$ cat config.mk
export PLATFORM = sky130hd
export DESIGN_NAME = multicycle_sequencer
export DESIGN_NICKNAME = d
export VERILOG_FILES = /design/src/rtl/multicycle_sequencer.sv
export SDC_FILE = /design/constraint.sdc
export NUM_CORES = 1
export LEC_CHECK = 0
export ABC_AREA = 0
export BUFFER_PORTS_ARGS = -buffer_cell sky130_fd_sc_hd__buf_2
export CAP_MARGIN = 0
export CORE_ASPECT_RATIO = 1.75
export CORE_MARGIN = 2
export CORE_UTILIZATION = 25
export DETAILED_ROUTE_END_ITERATION = 10
export PLACE_DENSITY = 0.53
export REMOVE_ABC_BUFFERS = 1
export SLEW_MARGIN = 5
export SYNTH_ARGS = -nofsm -noshare
export SYNTH_HDL_FRONTEND = slang
export SYNTH_SLANG_ARGS = --single-unit
$ cat constraint.sdc
create_clock -name clk -period 5.84 [get_ports clk]
set_input_delay 1.752 -clock clk [delete_from_list [all_inputs] [get_ports clk]]
set_output_delay 1.752 -clock clk [all_outputs]
set_load 0.01 [all_outputs]
$ cat src/rtl/multicycle_sequencer.sv
// Multi-cycle FETCH/DECODE/EXEC/MEM/WB control FSM for the KGP-miniRISC core.
// Optional build macro PERF_CNT_EN adds saturating cycle_cnt/instr_cnt outputs.
module multicycle_sequencer #(
  parameter logic [5:0] HALT_OPCODE = 6'h3F,
  parameter logic [7:0] MEM_TIMEOUT = 8'd64
) (
  input  logic       clk,
  input  logic       rst,
  input  logic       start,
  input  logic [5:0] opcode,
  input  logic [1:0] reg_write,
  input  logic       mem_read,
  input  logic       mem_write,
  input  logic [1:0] branch,
  input  logic       zero_flag,
  input  logic       imem_ready,
  input  logic       dmem_ready,
  output logic       imem_req,
  output logic       ir_load,
  output logic       dmem_req,
  output logic       dmem_we,
  output logic       alu_en,
  output logic       rf_we,
  output logic [1:0] rf_we_sel,
  output logic       pc_load,
  output logic       pc_sel,
  output logic       busy,
  output logic       halted,
  output logic       fault
`ifdef PERF_CNT_EN
  ,
  output logic [31:0] cycle_cnt,
  output logic [31:0] instr_cnt
`endif
);

  localparam logic [2:0] S_IDLE   = 3'd0;
  localparam logic [2:0] S_FETCH  = 3'd1;
  localparam logic [2:0] S_DECODE = 3'd2;
  localparam logic [2:0] S_EXEC   = 3'd3;
  localparam logic [2:0] S_MEM    = 3'd4;
  localparam logic [2:0] S_WB     = 3'd5;
  localparam logic [2:0] S_HALT   = 3'd6;
  localparam logic [2:0] S_FAULT  = 3'd7;

  logic [2:0] state_q, state_d;
  logic [7:0] wait_q, wait_d;
  logic       timeout_hit;
  logic       taken;

  assign timeout_hit = (MEM_TIMEOUT != 8'd0) && (wait_q == (MEM_TIMEOUT - 8'd1));

  always_comb begin
    case (branch)
      2'b01:   taken = 1'b1;
      2'b10:   taken = zero_flag;
      2'b11:   taken = ~zero_flag;
      default: taken = 1'b0;
    endcase
  end

  always_comb begin
    state_d   = state_q;
    wait_d    = wait_q;
    imem_req  = 1'b0;
    ir_load   = 1'b0;
    dmem_req  = 1'b0;
    dmem_we   = 1'b0;
    alu_en    = 1'b0;
    rf_we     = 1'b0;
    rf_we_sel = 2'b00;
    pc_load   = 1'b0;
    pc_sel    = 1'b0;
    busy      = 1'b0;
    halted    = 1'b0;
    fault     = 1'b0;
    case (state_q)
      S_IDLE: begin
        if (start) state_d = S_FETCH;
      end
      S_FETCH: begin
        imem_req = 1'b1;
        busy     = 1'b1;
        if (imem_ready) begin
          ir_load = 1'b1;
          state_d = S_DECODE;
        end else if (timeout_hit) begin
          state_d = S_FAULT;
        end else begin
          wait_d = wait_q + 8'd1;
        end
      end
      S_DECODE: begin
        busy    = 1'b1;
        state_d = (opcode == HALT_OPCODE) ? S_HALT : S_EXEC;
      end
      S_EXEC: begin
        alu_en = 1'b1;
        busy   = 1'b1;
        // Branch resolution takes priority over any memory or write-back flags.
        if (branch != 2'b00) begin
          pc_load = 1'b1;
          pc_sel  = taken;
          state_d = S_FETCH;
        end else if (mem_read || mem_write) begin
          state_d = S_MEM;
        end else if (reg_write != 2'b00) begin
          state_d = S_WB;
        end else begin
          pc_load = 1'b1;
          state_d = S_FETCH;
        end
      end
      S_MEM: begin
        dmem_req = 1'b1;
        dmem_we  = mem_write;
        busy     = 1'b1;
        if (dmem_ready) begin
          if (mem_read) begin
            state_d = S_WB;
          end else begin
            pc_load = 1'b1;
            state_d = S_FETCH;
          end
        end else if (timeout_hit) begin
          state_d = S_FAULT;
        end else begin
          wait_d = wait_q + 8'd1;
        end
      end
      S_WB: begin
        rf_we     = 1'b1;
        rf_we_sel = reg_write;
        pc_load   = 1'b1;
        busy      = 1'b1;
        state_d   = S_FETCH;
      end
      S_HALT:  halted = 1'b1;
      default: fault  = 1'b1;
    endcase
    // Every wait window starts counting from zero.
    if ((state_d != state_q) && ((state_d == S_FETCH) || (state_d == S_MEM))) wait_d = 8'd0;
  end

  always_ff @(posedge clk) begin
    if (rst) begin
      state_q <= S_IDLE;
      wait_q  <= 8'd0;
    end else begin
      state_q <= state_d;
      wait_q  <= wait_d;
    end
  end

`ifdef PERF_CNT_EN
  logic [31:0] cycle_cnt_q, cycle_cnt_d;
  logic [31:0] instr_cnt_q, instr_cnt_d;

  always_comb begin
    cycle_cnt_d = cycle_cnt_q;
    instr_cnt_d = instr_cnt_q;
    if (busy && (cycle_cnt_q != 32'hFFFF_FFFF))    cycle_cnt_d = cycle_cnt_q + 32'd1;
    if (pc_load && (instr_cnt_q != 32'hFFFF_FFFF)) instr_cnt_d = instr_cnt_q + 32'd1;
  end

  always_ff @(posedge clk) begin
    if (rst) begin
      cycle_cnt_q <= 32'd0;
      instr_cnt_q <= 32'd0;
    end else begin
      cycle_cnt_q <= cycle_cnt_d;
      instr_cnt_q <= instr_cnt_d;
    end
  end

  assign cycle_cnt = cycle_cnt_q;
  assign instr_cnt = instr_cnt_q;
`endif

endmodule

# Word-level counts from Yosys, hierarchy flattened
# Cells that the tools add are included.
[classes]
add_sub_neg = 1
n_eq_ne = 16
mux = 34
bitwise = 1
reduce_logical = 11
[ops]
columns = ["cell", "count"]
rows = [
  ["3-bit 2-to-1 mux", 9],
  ["8-bit 2-to-1 mux", 3],
  ["3-bit case mux with 6 select lines", 1],
  ["1-bit 2-to-1 mux", 17],
  ["8-bit case mux with 2 select lines", 1],
  ["3-bit == test, second input constant", 4],
  ["8-bit by 1-bit adder with 8-bit output, second input constant", 1],
  ["8-bit by 6-bit == test with 1-bit output, second input constant", 1],
  ["7-bit OR reduction", 1],
  ["3-bit by 1-bit == test with 1-bit output, second input constant", 2],
  ["3-bit by 2-bit == test with 1-bit output, second input constant", 2],
  ["6-bit == test, second input constant", 1],
  ["1-bit case mux with 3 select lines", 2],
  ["2-bit nonzero test", 3],
  ["5-bit OR reduction", 1],
  ["2-bit == test, second input constant", 2],
  ["2-bit inequality test, second input constant", 2],
  ["3-bit logical NOT", 1],
  ["3-bit inequality test", 1],
  ["3-bit AND reduction", 1],
  ["2-bit by 1-bit == test with 1-bit output, second input constant", 1],
  ["1-bit logical OR", 2],
  ["2-bit 2-to-1 mux", 1],
  ["2-bit OR reduction", 1],
  ["2 further kinds", 2],
]
[totals]
regBits = 11
input_bits = 18
elab_cells = 65

# Depth between registers and ports, before layout
# Gate-level depths: netlist of the first run.
[depth]
ltp_word = 9
depth_mapped = 7
ltp_nobuf = 7

# Least setup slack after synthesis of the first run
# OpenSTA, ideal clock, no wires.
[synth_path]
path_type = "input -> output"
startpoint = "in reg_write[0]"
endpoint = "out pc_load"
arrival_ns = 2.454
t_required_ns = 4.088
path_slack_ns = 1.634
stages = 3
cell_sequence = "o41ai_1 nand2_1 o21ai_0"
[synth_via]
elab_chain_cells = 5
[synth_lines]
columns = ["element", "line", "rtl"]
rows = [
  ["start: declaration", "11", "input logic [1:0] reg_write,"],
  ["2-bit nonzero test", "107", "end else if (reg_write != 2'b00) begin"],
  ["1-bit 2-to-1 mux", "107", ""],
  ["1-bit 2-to-1 mux", "105", "end else if (mem_read || mem_write) begin"],
  ["1-bit 2-to-1 mux", "101", "if (branch != 2'b00) begin"],
  ["1-bit case mux with 3 select lines", "77", "case (state_q)"],
  ["end: declaration", "25", "output logic pc_load,"],
]
# Every way passes these cells.

# Worst setup path after layout of the first run
[layout_path]
startpoint = "in mem_read"
endpoint = "out pc_load"
[layout_via]
elab_chain_cells = 4
word_cells_on_any_way = 6
classes_between = "mux: 5; reduce/logical: 1"
[layout_lines]
columns = ["element", "line", "rtl"]
rows = [
  ["start: declaration", "12", "input logic mem_read,"],
  ["1-bit logical OR", "105", ""],
  ["1-bit 2-to-1 mux", "105", ""],
  ["1-bit 2-to-1 mux", "101", ""],
  ["1-bit case mux with 3 select lines *", "77", ""],
]
# Every way passes the cells marked *; elsewhere a longest branch is shown, timed or not.

==> qor.yml, run 1 <==
status:
  status: "finished, final reports clean"
power:
  leakage_nw: 0.440
  powerDensity_nw_per_um2: 181
  max-vdd-ir-drop_uv: 120
logic_synthesis:
  yosysMostFrequentCell: "nor2_1"
  async_reset_ff_share_pct: 0
  syn_inst: 105
  ys.warnings.count: 0
  avgSynthCellArea_sq_um: 7.96
  yosysSeqAreaShare_pct: 26.3
  synthTopCellsByCount: "nor2_1 (15), dfxtp_1 (11), and2_1 (7), nor3_1 (7), xor2_1 (7)"
  ys_ff_latch: 11
  synth_edf_count: 0
  yosys.area.top_type: "dfxtp_1"
  netlist_area_sq_um: 836
  synth.area.top_cells: "dfxtp_1 (26%), xor2_1 (7.3%), nor2_1 (6.7%)"
  ys_types: 42
  synth_flop_cell: "dfxtp_1"
  synth_top_area_share_pct: 26.3
route:
  drc: 0
  wl_um: 2130
  first_pass_iters: 3
  highest_layer: "met4"
  wl_met3_um: 96
  via_per_inst: 5.02
  drt_iter0_markers: 12
  wl_met1_um: 819
  avgRoutedWirePerCell_um: 11.9
  wl_met2_um: 1120
  vias: 894
  ant_nets: 0
worst_setup_path:
  critPathLaunch: "mem_read"
  critPathSlowestCell: "o41ai_1"
  cpMostUsedCell: "buf_2"
  path_class: "in -> out"
  crit_family: "compound AO/OA/AOI/OAI gates"
  path_depth: 5
  crit_arrival_ns: 2.73
  critPathBufInv: 2
  worstRegToRegCells: 5
  r2r_slack_ns: 3.66
  path_max_fanout: 3
  start_kind: "input port"
  slowest_delay_ns: 0.53
  endpoint_kind: "primary output"
  timing.rr.start: "state_q[1]$_SDFF_PP0_"
  rr_endpoint: "wait_q[5]$_SDFFE_PP0P_"
  path_cells: "buf_2 -> o41ai_1 -> nand2_1 -> o21ai_0 -> buf_2"
  crit_end: "pc_load"
  cp.required_ns: 4.09
die:
  rows: 27
  initial_core_util_pct: 26.3
  core_area_sq_um: 3180
  die_width_um: 47.7
  die_h_um: 80.5
  dieArea_sq_um: 3840
  boundaryPins: 31
job:
  drv_cap: 0
sta:
  fmax_mhz: 223
  finalMaxSlewViolations: 0
  relSlewSlack_pct: 49.3
  worstMarginPinSlew_ns: 0.759
  skew_ns: 0.000521
  rsz0062_at_grt: "false"
  setup_viol: 0
  hold_viol: 0
  final.min_clock_period_ns: 4.48
  final.setup.tns_ns: 0
  min_period_over_period_pct: 76.7
placed_design:
  portBuffers: 30
  dp_hpwl_um: 1730
  gp_congestion: 0.841
global_routing:
  grt_pass1_wl_um: 3570
  grt_max_degree: 22
  grt_pass1_vias: 927
  grt_overflow_total: 0
  antenna_found_initial: 0
  track_usage_pct: 12.6
finish:
  fin_util_pct: 33.6
  drive_gt1_share_pct: 29.6
  area_growth_pct: 27.7
  antennaDiodeCount: 0
  finalNetCount: 155
cts:
  cts_tree: "done"
  clk_latency_ns: 0.24
  cts_buffer_depth: 2
  postCtsSetupBuffers: 0
  cts.sinks: 11
  cts_max_level: 1
  cts_resized: 0
  holdBufCountCts: 0
  root_buffer: "clkbuf_8"
  path_clk_slew_ns: 0.05
  tritoncts.num_buffers: 3
hold_path:
  hp-class: "reg -> reg"
  min_path_cells: 2
layer usage:
metal  vias to the layer above  global-route usage, %
met1                       408                   11.3
met4                         0                   7.30
met2                        30                   23.3
met5                         -                      0
met3                        11                   2.70
li1                        445                      -
registers in the layout (all words and copies together), names as in the netlist:
register,flops
wait_q,8
state_q,3
placed cells by master (no fill, tap or decap), types with 3 or more instances in the layout:
master    instances
inv_1             3
nand4_1           4
clkbuf_8          3
nor2_1           15
and2_1            7
o21ai_0           3
buf_2            30
nand3_1           4
nand2_1           6
dfxtp_1          11
xor2_1            7
nor3_1            7
a21oi_1           3
worst min path at each step:
stage / start / to / slack, ns
6_report: wait_q[7]$_SDFFE_PP0P_ / wait_q[7]$_SDFFE_PP0P_ / 0.52
5_1_grt: wait_q[7]$_SDFFE_PP0P_ / wait_q[7]$_SDFFE_PP0P_ / 0.56
4_1_cts: wait_q[7]$_SDFFE_PP0P_ / wait_q[7]$_SDFFE_PP0P_ / 0.52
3_5_place_dp: wait_q[7]$_SDFFE_PP0P_ / wait_q[7]$_SDFFE_PP0P_ / 0.52
3_3_place_gp: wait_q[7]$_SDFFE_PP0P_ / wait_q[7]$_SDFFE_PP0P_ / 0.49
2_1_floorplan: wait_q[7]$_SDFFE_PP0P_ / wait_q[7]$_SDFFE_PP0P_ / 0.47
worst reg2reg max path: cells and delay by family, from the launching register on:
kind             cells  cell delay (ns)
flip-flops           1             0.81
AO/OA/AOI/OAI        3             0.83
AND/OR/NAND/NOR      2             0.41
power by group:
group / switching, W / internal [W]
clock: 0.0000274 / 0.0000478
combinational: 0.0000185 / 0.0000177
sequential: 0.00000509 / 0.0000770
through the flow:
stage | cell area, sq um | total power, W | instances | worst slack (ns) | hold slack [ns]
after global routing | 1070 | 0.000206 | 178 | 1.17 | 0.562
after CTS | 1070 | 0.000196 | 178 | 1.36 | 0.523
after floorplan | 818 | 0.000105 | 101 | 1.63 | 0.472
after detailed placement | 1020 | 0.000120 | 174 | 1.36 | 0.516
final | 1070 | 0.000193 | 178 | 1.36 | 0.517
after global placement | 1020 | 0.000120 | 174 | 1.38 | 0.490
layout make-up:
cell class / instances / area (sq um)
Clock buffer: 4 / 45.0
Fill cell: 365 / 2110
Timing Repair Buffer: 30 / 150
Tap cell: 43 / 53.8
Inverter: 3 / 11.3
Sequential cell: 11 / 220
Multi-Input combinational cell: 87 / 587
cells by family (layout without fill, tap and decap cells):
| group | after synthesis | in the layout | share of synthesized area (%) |
|---|---|---|---|
| AND/OR/NAND/NOR | 53 | 53 | 34.3 |
| AO/OA/AOI/OAI | 24 | 24 | 24.9 |
| flip-flops | 11 | 11 | 26.3 |
| XOR/XNOR | 8 | 8 | 8.38 |
| buffers and inverters | 7 | 37 | 3.44 |
| adder cells (fa/ha/maj) | 1 | 1 | 1.50 |
| multiplexers | 1 | 1 | 1.20 |
Power figures use the tool's default switching activity.
==> run 2: changes to the inputs <==
==> constraint.sdc (replaced) <==
create_clock -name clk -period 4.29 [get_ports clk]
set_input_delay 1.287 -clock clk [delete_from_list [all_inputs] [get_ports clk]]
set_output_delay 1.287 -clock clk [all_outputs]
set_load 0.01 [all_outputs]
==> qor.yml, run 2 (synthesis results as in run 1) <==
status:
  status: "finished, final reports clean"  # unchanged
sta:
  final.min_clock_period_ns: 3.53
  finalMaxSlewViolations: 0  # unchanged
  min_period_over_period_pct: 82.3
  fmax_mhz: 283
  skew_ns: 0.000686  # was 0.000521 ns
  final.setup.tns_ns: 0  # unchanged
  worstMarginPinSlew_ns: 0.753  # was 0.759 ns
  rsz0062_at_grt: "false"  # unchanged
  hold_viol: 0  # unchanged
  setup_viol: 0  # unchanged
  relSlewSlack_pct: 49.7  # was 49.3%
power:
  p_seq_share_pct: 42.4  # about the same
  internal-power_w: 0.000194  # was 0.000142 W
  max-vdd-ir-drop_uv: 175  # was 120 uV
  sw_frac_of_total_pct: 26.3  # was 26.4%
  p_comb_share_pct: 18.7  # about the same
  p_sw_w: 0.0000694  # was 0.0000510 W
  leakage_nw: 0.440  # unchanged
  clkPwrFrac_pct: 38.8  # was 38.9%
  powerDensity_nw_per_um2: 247  # was 181 nW/um^2
worst_setup_path:
  path_cells: "buf_2 -> o41ai_1 -> nand2_1 -> o21ai_0 -> buf_2"  # unchanged
  cpMostUsedCell: "buf_2"  # unchanged
  start_kind: "input port"  # unchanged
  path_max_fanout: 3  # unchanged
  slowest_delay_ns: 0.52  # was 0.53 ns
  critPathSlowestCell: "o41ai_1"  # unchanged
  endpoint_kind: "primary output"  # unchanged
  critPathBufInv: 2  # unchanged
  cp.required_ns: 3.00  # was 4.09 ns
  crit_family: "compound AO/OA/AOI/OAI gates"  # unchanged
  crit_arrival_ns: 2.24  # was 2.73 ns
  path_class: "in -> out"  # unchanged
finish:
  drive_gt1_share_pct: 29.6  # unchanged
  area_growth_pct: 27.7  # unchanged
  layout_common_cells: "buf_2 (30), nor2_1 (15), dfxtp_1 (11)"  # unchanged
  finalNetCount: 155  # unchanged
  antennaDiodeCount: 0  # unchanged
  final_common_cell: "buf_2"  # unchanged
  regMostFlops: "wait_q"  # unchanged
  multi_input_area_sq_um: 587  # unchanged
  top_regs: "wait_q (8), state_q (3)"  # unchanged
  fin_area_sq_um: 1070  # unchanged
  fillCellCount: 373  # was 365
  ff_latch_area_sq_um: 220  # unchanged
  largest_reg_flops: 8  # unchanged
placed_design:
  dpl_cell_area_sq_um: 1020  # unchanged
  portBuffers: 30  # unchanged
  dp_hpwl_um: 1750  # was 1730 um
  gp_congestion: 0.841  # unchanged
cts:
  root_buffer: "clkbuf_8"  # unchanged
  postCtsSetupBuffers: 0  # unchanged
  clk_latency_ns: 0.24  # about the same
  cts.sinks: 11  # unchanged
  cts_resized: 0  # unchanged
  tritoncts.num_buffers: 3  # unchanged
  cts_max_level: 1  # unchanged
  cts_tree: "done"  # unchanged
  cts_buffer_depth: 2  # unchanged
  holdBufCountCts: 0  # unchanged
  path_clk_slew_ns: 0.05  # about the same
route:
  ant_nets: 0  # unchanged
  via_per_inst: 4.99  # was 5.02
  drc: 0  # unchanged
  first_pass_iters: 4  # was 3
  vias: 888  # was 894
  wl_um: 2160  # was 2130 um
  avgRoutedWirePerCell_um: 12.1  # was 11.9 um
  drt_iter0_markers: 20  # was 12
die:
  core_area_sq_um: 3180  # unchanged
  die_h_um: 80.5  # unchanged
  dieArea_sq_um: 3840  # unchanged
  initial_core_util_pct: 26.3  # unchanged
  rows: 27  # unchanged
  die_width_um: 47.7  # unchanged
  boundaryPins: 31  # unchanged
global_routing:
  antenna_found_initial: 0  # unchanged
  grt_overflow_total: 0  # unchanged
  grt_max_degree: 22  # unchanged
  grt_pass1_vias: 940  # was 927
  track_usage_pct: 12.4  # was 12.6%
  grt_pass1_wl_um: 3580  # was 3570 um
hold_path:
  hp-class: "reg -> reg"  # unchanged
job:
  drv_cap: 0  # unchanged
[run 2: cell counts in the layout (fill, tap and decap cells not counted)]
No cell type changed its count.
[run 2: layer usage]
metal  vias to the layer above  track usage (%)  part of all wire (%)
met4                         0             6.22                   2.6
met2                        31             24.5                    54
met5                         -                0                     0
met1                       403             10.3                    38
li1                        446                -                     -
met3                         8             2.25                   4.9
[run 2: metrics by stage]
stage,setup slack [ns],instances,util [%],power [W],hold slack [ns]
detailed placement,0.749,174,32.2,0.000163,0.516
CTS,0.749,178,33.6,0.000268,0.523
finish,0.758,178,33.6,0.000263,0.517
floorplan,1.01,101,-,0.000143,0.472
global placement,0.762,174,32.2,0.000163,0.489
global route,0.591,178,33.6,0.000278,0.563
[run 2: path summary, 6_finish.rpt]
| kind | from | end | slack, ns | cells past startpoint |
|---|---|---|---|---|
| setup / recovery | mem_read | pc_load | 0.76 | 5 |
| hold / removal | wait_q[7]$_SDFFE_PP0P_ | wait_q[7]$_SDFFE_PP0P_ | 0.52 | 2 |
| setup reg to reg | state_q[1]$_SDFF_PP0_ | wait_q[5]$_SDFFE_PP0P_ | 2.09 | 5 |
| hold reg to reg | wait_q[7]$_SDFFE_PP0P_ | wait_q[7]$_SDFFE_PP0P_ | 0.52 | 2 |
[run 2: area by class of cell]
cell class,instances,area share [%]
repair buffers,30,14.1
clock buffers,4,4.22
flip-flops and latches,11,20.6
well taps,43,5.04
multi-input cells,87,55.0
inverters,3,1.06
[run 2: power groups by stage]
| stage | registers (W) | clock network (W) | logic, W |
|---|---|---|---|
| floorplan | 0.000112 | 0 | 0.0000313 |
| global placement | 0.000114 | 0 | 0.0000496 |
| detailed placement | 0.000113 | 0 | 0.0000498 |
| CTS | 0.000111 | 0.000106 | 0.0000500 |
| global route | 0.000113 | 0.000110 | 0.0000556 |
| finish | 0.000112 | 0.000102 | 0.0000493 |
[run 2: worst reg2reg max path, delay by kind of cell (launching register included)]
kind	cells	cell delay, ns
AO/OA/AOI/OAI	3	0.83
flip-flops	1	0.80
AND/OR/NAND/NOR	2	0.43
